<file path="src/rtl/lcd_write_scheduler_pkg.sv">
// Shared types and LCD command constants for the write scheduler.
// Chip-select pairs are packed as {cs2, cs1} throughout.
package lcd_write_scheduler_pkg;

    typedef enum logic [2:0] {
        RST_HOLD,
        INIT_ON,
        INIT_LINE,
        IDLE,
        SET_PAGE,
        SET_COL,
        WR_DATA
    } state_e;

    localparam logic [7:0] CMD_ON   = 8'h3F;
    localparam logic [7:0] CMD_LINE = 8'hC0;
    localparam logic [7:0] CMD_PAGE = 8'hB8;
    localparam logic [7:0] CMD_Y    = 8'h40;

    // Column bit 6 picks the half of the panel: 0 -> cs1, 1 -> cs2.
    function automatic logic [1:0] chip_cs(input logic chip);
        return chip ? 2'b10 : 2'b01;
    endfunction

endpackage

</file>
<file path="src/rtl/lcd_write_scheduler_bus.sv">
// One LCD bus transaction: setup cycle, EN_CYC cycles strobe high, EN_CYC cycles hold.
// data/di/cs are captured on start and stay stable for the whole transaction.
module lcd_bus_cycle #(
    parameter int EN_CYC = 4
) (
    input  logic       clk,
    input  logic       rst_n,
    input  logic       start,
    input  logic [7:0] data,
    input  logic       di,
    input  logic [1:0] cs,
    output logic [7:0] lcd_data,
    output logic       lcd_en,
    output logic       lcd_di,
    output logic       lcd_cs1,
    output logic       lcd_cs2,
    output logic       active,
    output logic       done
);

    localparam int LAST = 2 * EN_CYC;
    localparam int CW   = $clog2(LAST + 1);

    logic          active_q, active_d;
    logic [CW-1:0] cnt_q, cnt_d;
    logic [7:0]    data_q, data_d;
    logic          di_q, di_d;
    logic [1:0]    cs_q, cs_d;

    always_comb begin
        active_d = active_q;
        cnt_d    = cnt_q;
        data_d   = data_q;
        di_d     = di_q;
        cs_d     = cs_q;
        done     = active_q && (cnt_q == CW'(LAST));
        if (start && !active_q) begin
            active_d = 1'b1;
            cnt_d    = '0;
            data_d   = data;
            di_d     = di;
            cs_d     = cs;
        end else if (active_q) begin
            if (done) begin
                active_d = 1'b0;
                cnt_d    = '0;
                cs_d     = 2'b00;
            end else begin
                cnt_d = cnt_q + 1'b1;
            end
        end
    end

    always_ff @(posedge clk or negedge rst_n) begin
        if (!rst_n) begin
            active_q <= 1'b0;
            cnt_q    <= '0;
            data_q   <= '0;
            di_q     <= 1'b0;
            cs_q     <= 2'b00;
        end else begin
            active_q <= active_d;
            cnt_q    <= cnt_d;
            data_q   <= data_d;
            di_q     <= di_d;
            cs_q     <= cs_d;
        end
    end

    // Count 0 is the setup cycle; strobe covers counts 1..EN_CYC.
    assign lcd_en   = active_q && (cnt_q != '0) && (cnt_q <= CW'(EN_CYC));
    assign lcd_data = data_q;
    assign lcd_di   = di_q;
    assign lcd_cs1  = cs_q[0];
    assign lcd_cs2  = cs_q[1];
    assign active   = active_q;

endmodule

</file>
<file path="src/rtl/lcd_write_scheduler.sv">
// Two-requester pixel-byte write scheduler for a dual-chip 128x64 LCD.
// Runs the panel reset/init, then round-robin grants writes, skipping address commands on cache hits.
module lcd_write_scheduler
    import lcd_write_scheduler_pkg::*;
#(
    parameter int EN_CYC  = 4,
    parameter int RST_CYC = 16
) (
    input  logic       clk,
    input  logic       rst_n,
    input  logic       req0_valid,
    input  logic [2:0] req0_page,
    input  logic [6:0] req0_col,
    input  logic [7:0] req0_data,
    output logic       req0_ready,
    input  logic       req1_valid,
    input  logic [2:0] req1_page,
    input  logic [6:0] req1_col,
    input  logic [7:0] req1_data,
    output logic       req1_ready,
    output logic       busy,
    output logic [7:0] lcd_data,
    output logic       lcd_en,
    output logic       lcd_rw,
    output logic       lcd_di,
    output logic       lcd_rstn,
    output logic       lcd_cs1,
    output logic       lcd_cs2
);

    localparam int RCW = $clog2(2 * RST_CYC + 1);

    state_e         state_q, state_d;
    logic           ptr_q, ptr_d;
    logic [RCW-1:0] rst_cnt_q, rst_cnt_d;
    logic [2:0]     page_q, page_d;
    logic [6:0]     col_q, col_d;
    logic [7:0]     data_q, data_d;
    logic           cache_vld_q, cache_vld_d;
    logic           cache_chip_q, cache_chip_d;
    logic [2:0]     cache_page_q, cache_page_d;
    logic [5:0]     cache_y_q, cache_y_d;

    logic       bus_start, bus_active, bus_done;
    logic [7:0] cmd_data;
    logic       cmd_di;
    logic [1:0] cmd_cs;

    logic       grant0, grant1;
    logic [2:0] w_page;
    logic [6:0] w_col;
    logic [7:0] w_data;
    logic       cache_hit;

    // Pointer names the requester that wins a tie.
    assign grant0 = req0_valid && (!req1_valid || !ptr_q);
    assign grant1 = req1_valid && !grant0;
    assign w_page = grant1 ? req1_page : req0_page;
    assign w_col  = grant1 ? req1_col  : req0_col;
    assign w_data = grant1 ? req1_data : req0_data;
    assign cache_hit = cache_vld_q && (cache_chip_q == w_col[6]) &&
                       (cache_page_q == w_page) && (cache_y_q == w_col[5:0]);

    always_comb begin
        state_d      = state_q;
        ptr_d        = ptr_q;
        rst_cnt_d    = rst_cnt_q;
        page_d       = page_q;
        col_d        = col_q;
        data_d       = data_q;
        cache_vld_d  = cache_vld_q;
        cache_chip_d = cache_chip_q;
        cache_page_d = cache_page_q;
        cache_y_d    = cache_y_q;
        bus_start    = 1'b0;
        cmd_data     = 8'h00;
        cmd_di       = 1'b0;
        cmd_cs       = 2'b00;
        req0_ready   = 1'b0;
        req1_ready   = 1'b0;

        unique case (state_q)
            RST_HOLD: begin
                if (rst_cnt_q == RCW'(2 * RST_CYC - 1)) begin
                    rst_cnt_d = '0;
                    state_d   = INIT_ON;
                end else begin
                    rst_cnt_d = rst_cnt_q + 1'b1;
                end
            end
            INIT_ON: begin
                bus_start = !bus_active;
                cmd_data  = CMD_ON;
                cmd_cs    = 2'b11;
                if (bus_done) state_d = INIT_LINE;
            end
            INIT_LINE: begin
                bus_start = !bus_active;
                cmd_data  = CMD_LINE;
                cmd_cs    = 2'b11;
                if (bus_done) state_d = IDLE;
            end
            IDLE: begin
                if (grant0 || grant1) begin
                    req0_ready = grant0;
                    req1_ready = grant1;
                    ptr_d      = grant0;
                    page_d     = w_page;
                    col_d      = w_col;
                    data_d     = w_data;
                    state_d    = cache_hit ? WR_DATA : SET_PAGE;
                end
            end
            SET_PAGE: begin
                bus_start = !bus_active;
                cmd_data  = CMD_PAGE | {5'b0, page_q};
                cmd_cs    = chip_cs(col_q[6]);
                if (bus_done) state_d = SET_COL;
            end
            SET_COL: begin
                bus_start = !bus_active;
                cmd_data  = CMD_Y | {2'b0, col_q[5:0]};
                cmd_cs    = chip_cs(col_q[6]);
                if (bus_done) state_d = WR_DATA;
            end
            WR_DATA: begin
                bus_start = !bus_active;
                cmd_data  = data_q;
                cmd_di    = 1'b1;
                cmd_cs    = chip_cs(col_q[6]);
                if (bus_done) begin
                    // Panel auto-increments Y after a data write, wrapping within 64 columns.
                    cache_vld_d  = 1'b1;
                    cache_chip_d = col_q[6];
                    cache_page_d = page_q;
                    cache_y_d    = col_q[5:0] + 6'd1;
                    state_d      = IDLE;
                end
            end
            default: state_d = RST_HOLD;
        endcase
    end

    always_ff @(posedge clk or negedge rst_n) begin
        if (!rst_n) begin
            state_q      <= RST_HOLD;
            ptr_q        <= 1'b0;
            rst_cnt_q    <= '0;
            page_q       <= '0;
            col_q        <= '0;
            data_q       <= '0;
            cache_vld_q  <= 1'b0;
            cache_chip_q <= 1'b0;
            cache_page_q <= '0;
            cache_y_q    <= '0;
        end else begin
            state_q      <= state_d;
            ptr_q        <= ptr_d;
            rst_cnt_q    <= rst_cnt_d;
            page_q       <= page_d;
            col_q        <= col_d;
            data_q       <= data_d;
            cache_vld_q  <= cache_vld_d;
            cache_chip_q <= cache_chip_d;
            cache_page_q <= cache_page_d;
            cache_y_q    <= cache_y_d;
        end
    end

    lcd_bus_cycle #(.EN_CYC(EN_CYC)) u_bus (
        .clk      (clk),
        .rst_n    (rst_n),
        .start    (bus_start),
        .data     (cmd_data),
        .di       (cmd_di),
        .cs       (cmd_cs),
        .lcd_data (lcd_data),
        .lcd_en   (lcd_en),
        .lcd_di   (lcd_di),
        .lcd_cs1  (lcd_cs1),
        .lcd_cs2  (lcd_cs2),
        .active   (bus_active),
        .done     (bus_done)
    );

    assign busy     = (state_q != IDLE);
    assign lcd_rw   = 1'b0;
    assign lcd_rstn = !((state_q == RST_HOLD) && (rst_cnt_q < RCW'(RST_CYC)));

endmodule

</file>
<file path="config.mk">
export PLATFORM = sky130hd
export DESIGN_NAME = lcd_write_scheduler
export DESIGN_NICKNAME = d
export VERILOG_FILES = /design/src/rtl/lcd_write_scheduler_pkg.sv /design/src/rtl/lcd_write_scheduler_bus.sv /design/src/rtl/lcd_write_scheduler.sv
export SDC_FILE = /design/constraint.sdc
export NUM_CORES = 1
export LEC_CHECK = 0
export BUFFER_PORTS_ARGS = -buffer_cell sky130_fd_sc_hd__buf_2
export CORE_AREA = 2 2 74 76
export CTS_BUF_LIST = sky130_fd_sc_hd__clkbuf_8
export CTS_CLUSTER_DIAMETER = 30
export DETAILED_ROUTE_END_ITERATION = 6
export DIE_AREA = 0 0 76 78
export PLACE_DENSITY = 0.83
export SYNTH_ARGS = -nofsm -noshare
export SYNTH_HDL_FRONTEND = slang
export SYNTH_SLANG_ARGS = --single-unit
</file>
<file path="constraint.sdc">
create_clock -name clk -period 4.1 [get_ports clk]
set_input_delay 0.615 -clock clk [delete_from_list [all_inputs] [get_ports clk]]
set_output_delay 0.615 -clock clk [all_outputs]
set_load 0.02 [all_outputs]
</file>
==> impl_metrics.csv <==
group,metric,value,unit
run_status,status,"finished, final reports clean",
worst_setup_path,r2r_start,"state_q[0]$_DFFE_PN0P_",
cells_and_area,antennaDiodeCount,0,
routing,drt_iter0_drc,228,
timing,max_slew_margin,33.9,%
cts,path_clk_slew,100,ps
cells_and_area,synthToLayoutAreaGrowth,12.7,%
cts,postCtsSetupRepairBufs,0,
worst_setup_path,end_kind,"output pin",
timing,fin_crit_sh,62.6,%
placed_design,dp_hpwl,5040,um
cts,cts_max_path_buffers,2,
logic_synthesis,synth_most_common_cell,"dfrtp_1",
cts,h-tree-depth,2,
routing,drtAntennaViolNets,0,
routing,via_per_inst,5.62,
die,io_pins,57,
cts,tritoncts,"yes",
routing,drc_errors,0,
timing,slew_viol_final,0,
timing,tightestPinTransition,991,ps
logic_synthesis,synth_enable_flop_cells,0,
cells_and_area,seqCellArea,0.00138,mm2
die,die_area,0.00593,mm2
logic_synthesis,synth-seq-cells,55,
logic_synthesis,yosysTopAreaCellShare,45.8,%
logic_synthesis,avgSynthCellArea,8.81,um2
timing,setup_viol,0,
power_and_ir_drop,leakage,1.61,nW
cells_and_area,layout-drive-gt1-share,20.1,%
timing,hold_violations,0,
cts,insertion_delay,310,ps
logic_synthesis,ys_seq_area_share,45.8,%
global_routing,globalRouteTotalUtil,24.2,%
logic_synthesis,yosysTopAreaCell,"dfrtp_1",
power_and_ir_drop,power_density,656,mW/mm2
logic_synthesis,synthArstFlopShare,100,%
logic_synthesis,synth_nets,385,
routing,vias,2576,
cts,cts_sinks,55,
placed_design,post-place-ws,1910,ps
global_routing,antenna_found_initial,0,
global_routing,overflow,0,
die,fp.dieW,76,um
worst_setup_path,worst-endpoint-arrival,1950,ps
cells_and_area,finalNetCount,431,
cells_and_area,multiInputGateArea,0.00147,mm2
die,core,0.00504,mm2
timing,max_freq,0.390,GHz
logic_synthesis,ys_types,50,
logic_synthesis,ys_warn_count,0,
timing,worst_slack,1530,ps
worst_setup_path,crit_fanout,20,
worst_setup_path,timing.rr.end,"u_bus.lcd_data[4]$_DFFE_PN0P_",
cts,clockRootBuffer,"clkbuf_8",
cts,cts_buffers,5,
die,initial_core_util,59.6,%
worst_setup_path,worstSetupStartpointType,"flop",
worst_setup_path,critPathRequiredTime,3480,ps
die,rows,26,
power_and_ir_drop,irDropWorstVdd,298,uV
worst_setup_path,worst-setup-path-type,"reg2out",
logic_synthesis,synthFlopType,"dfrtp_1",
routing,drtPass1Iterations,5,
timing,finClkSkew,13.8,ps
cells_and_area,nFillCells,403,
routing,routed_wl,6750,um
worst_hold_path,hold_class,"in2async",
logic_synthesis,yosys-top-cells-area,"dfrtp_1 46%, o21ai_0 6.7%, nand2_1 5.6%",
worst_setup_path,reg2regPathDepth,5,
global_routing,grt_pass1_vias,2496,
timing,setup_tns,0,ps
routing,wire_per_inst,14.7,um
logic_synthesis,syn-instance-count,341,
cts,cts.repair.resized,0,
logic_synthesis,syn_area,0.00301,mm2
placed_design,numPortBuffers,55,
timing,rsz0062_at_grt,"false",
power_and_ir_drop,power,2.22,mW
placed_design,globalplace.congestion,0.943,
cts,cts_hold_buf,0,
global_routing,grt_max_degree,56,
logic_synthesis,synth_common_cells,"55 x dfrtp_1, 45 x nand2_1, 40 x o21ai_0, 30 x a21oi_1, 28 x nor2_1",
worst_setup_path,regToRegSetupSlack,1900,ps
global_routing,grt_pass1_wl,11600,um
timing,fin_crit,2570,ps
job,drv_cap,0,
die,die_h,78,um
report_power, final:
group          total (mW)  switching [mW]  internal, mW
Combinational       0.891           0.504         0.387
Sequential           1.04           0.279         0.764
Clock               0.289           0.172         0.117
Total                2.22           0.954          1.27
final cells by class:
cell class	count	area share [%]
Sequential cell	55	40.6
Clock buffer	5	2.03
Clock inverter	3	0.443
Inverter	20	2.22
Multi-Input combinational cell	247	43.3
Tap cell	70	2.58
Timing Repair Buffer	58	8.79
layout by cell type (no fill, tap or decap), types with 4 or more instances in the layout:
| master | n |
|---|---|
| dfrtp_1 | 55 |
| buf_2 | 55 |
| nand2_1 | 45 |
| o21ai_0 | 40 |
| a21oi_1 | 30 |
| nor2_1 | 28 |
| inv_1 | 20 |
| mux2i_1 | 13 |
| xnor2_1 | 9 |
| nor3_1 | 8 |
| xor2_1 | 6 |
| nand3_1 | 5 |
| o22ai_1 | 5 |
| clkbuf_8 | 5 |
| a31oi_1 | 4 |
| nor2b_1 | 4 |
| ha_1 | 4 |
metal layers:
metal | vias up | routed length (um) | track usage [%]
met4 | 0 | 140 | 7.64
met1 | 1202 | 2930 | 31.8
met5 | - | 0 | 0
met3 | 17 | 322 | 3.02
met2 | 87 | 3360 | 42.2
li1 | 1270 | - | -
critical path: stages (launching register included):
cell     delay (ps)
dfrtp_1         700
nand2_1         230
nor2_1          310
nand2_1          90
a21oi_1         130
buf_2           180
through the flow:
stage / area (um2) / instances / hold slack, ps / utilization (%)
floorplan: 3010 / 341 / 319 / -
global placement: 3300 / 450 / 449 / 65.5
detailed placement: 3300 / 450 / 450 / 65.5
CTS: 3390 / 458 / 456 / 67.2
global route: 3390 / 458 / 506 / 67.2
finish: 3390 / 458 / 427 / 67.2
cells by family (layout without fill, tap and decap cells):
family | count (synthesis) | in the layout | synth area share, %
compound gates | 99 | 99 | 19.3
xor+xnor | 15 | 15 | 4.37
fa+ha+maj | 4 | 4 | 1.67
buf+inv | 39 | 86 | 5.66
flops | 55 | 55 | 45.8
mux | 15 | 15 | 5.08
other cells | 1 | 1 | 0.125
simple gates | 113 | 113 | 18.0
sequential cells by signal (all words and copies together), names as in the netlist:
signal,count
cache_chip_q,1
cache_page_q,3
cache_vld_q,1
cache_y_q,6
col_q,7
data_q,8
page_q,3
ptr_q,1
rst_cnt_q,6
state_q,3
u_bus.active,1
u_bus.cnt_q,4
u_bus.cs_q,2
u_bus.lcd_data,8
u_bus.lcd_di,1
worst max path at each step:
| stage | from | end | slack [ps] | cells after the start |
|---|---|---|---|---|
| after floorplan | req1_valid | req1_ready | 2040 | 5 |
| after global placement | state_q[0]$_DFFE_PN0P_ | lcd_rstn | 1950 | 3 |
| after detailed placement | state_q[0]$_DFFE_PN0P_ | req0_ready | 1910 | 5 |
| after CTS | state_q[0]$_DFFE_PN0P_ | req0_ready | 1550 | 5 |
| after global routing | state_q[0]$_DFFE_PN0P_ | req0_ready | 1350 | 5 |
| final | state_q[0]$_DFFE_PN0P_ | req0_ready | 1530 | 5 |
(Power assumes the default switching activity.)
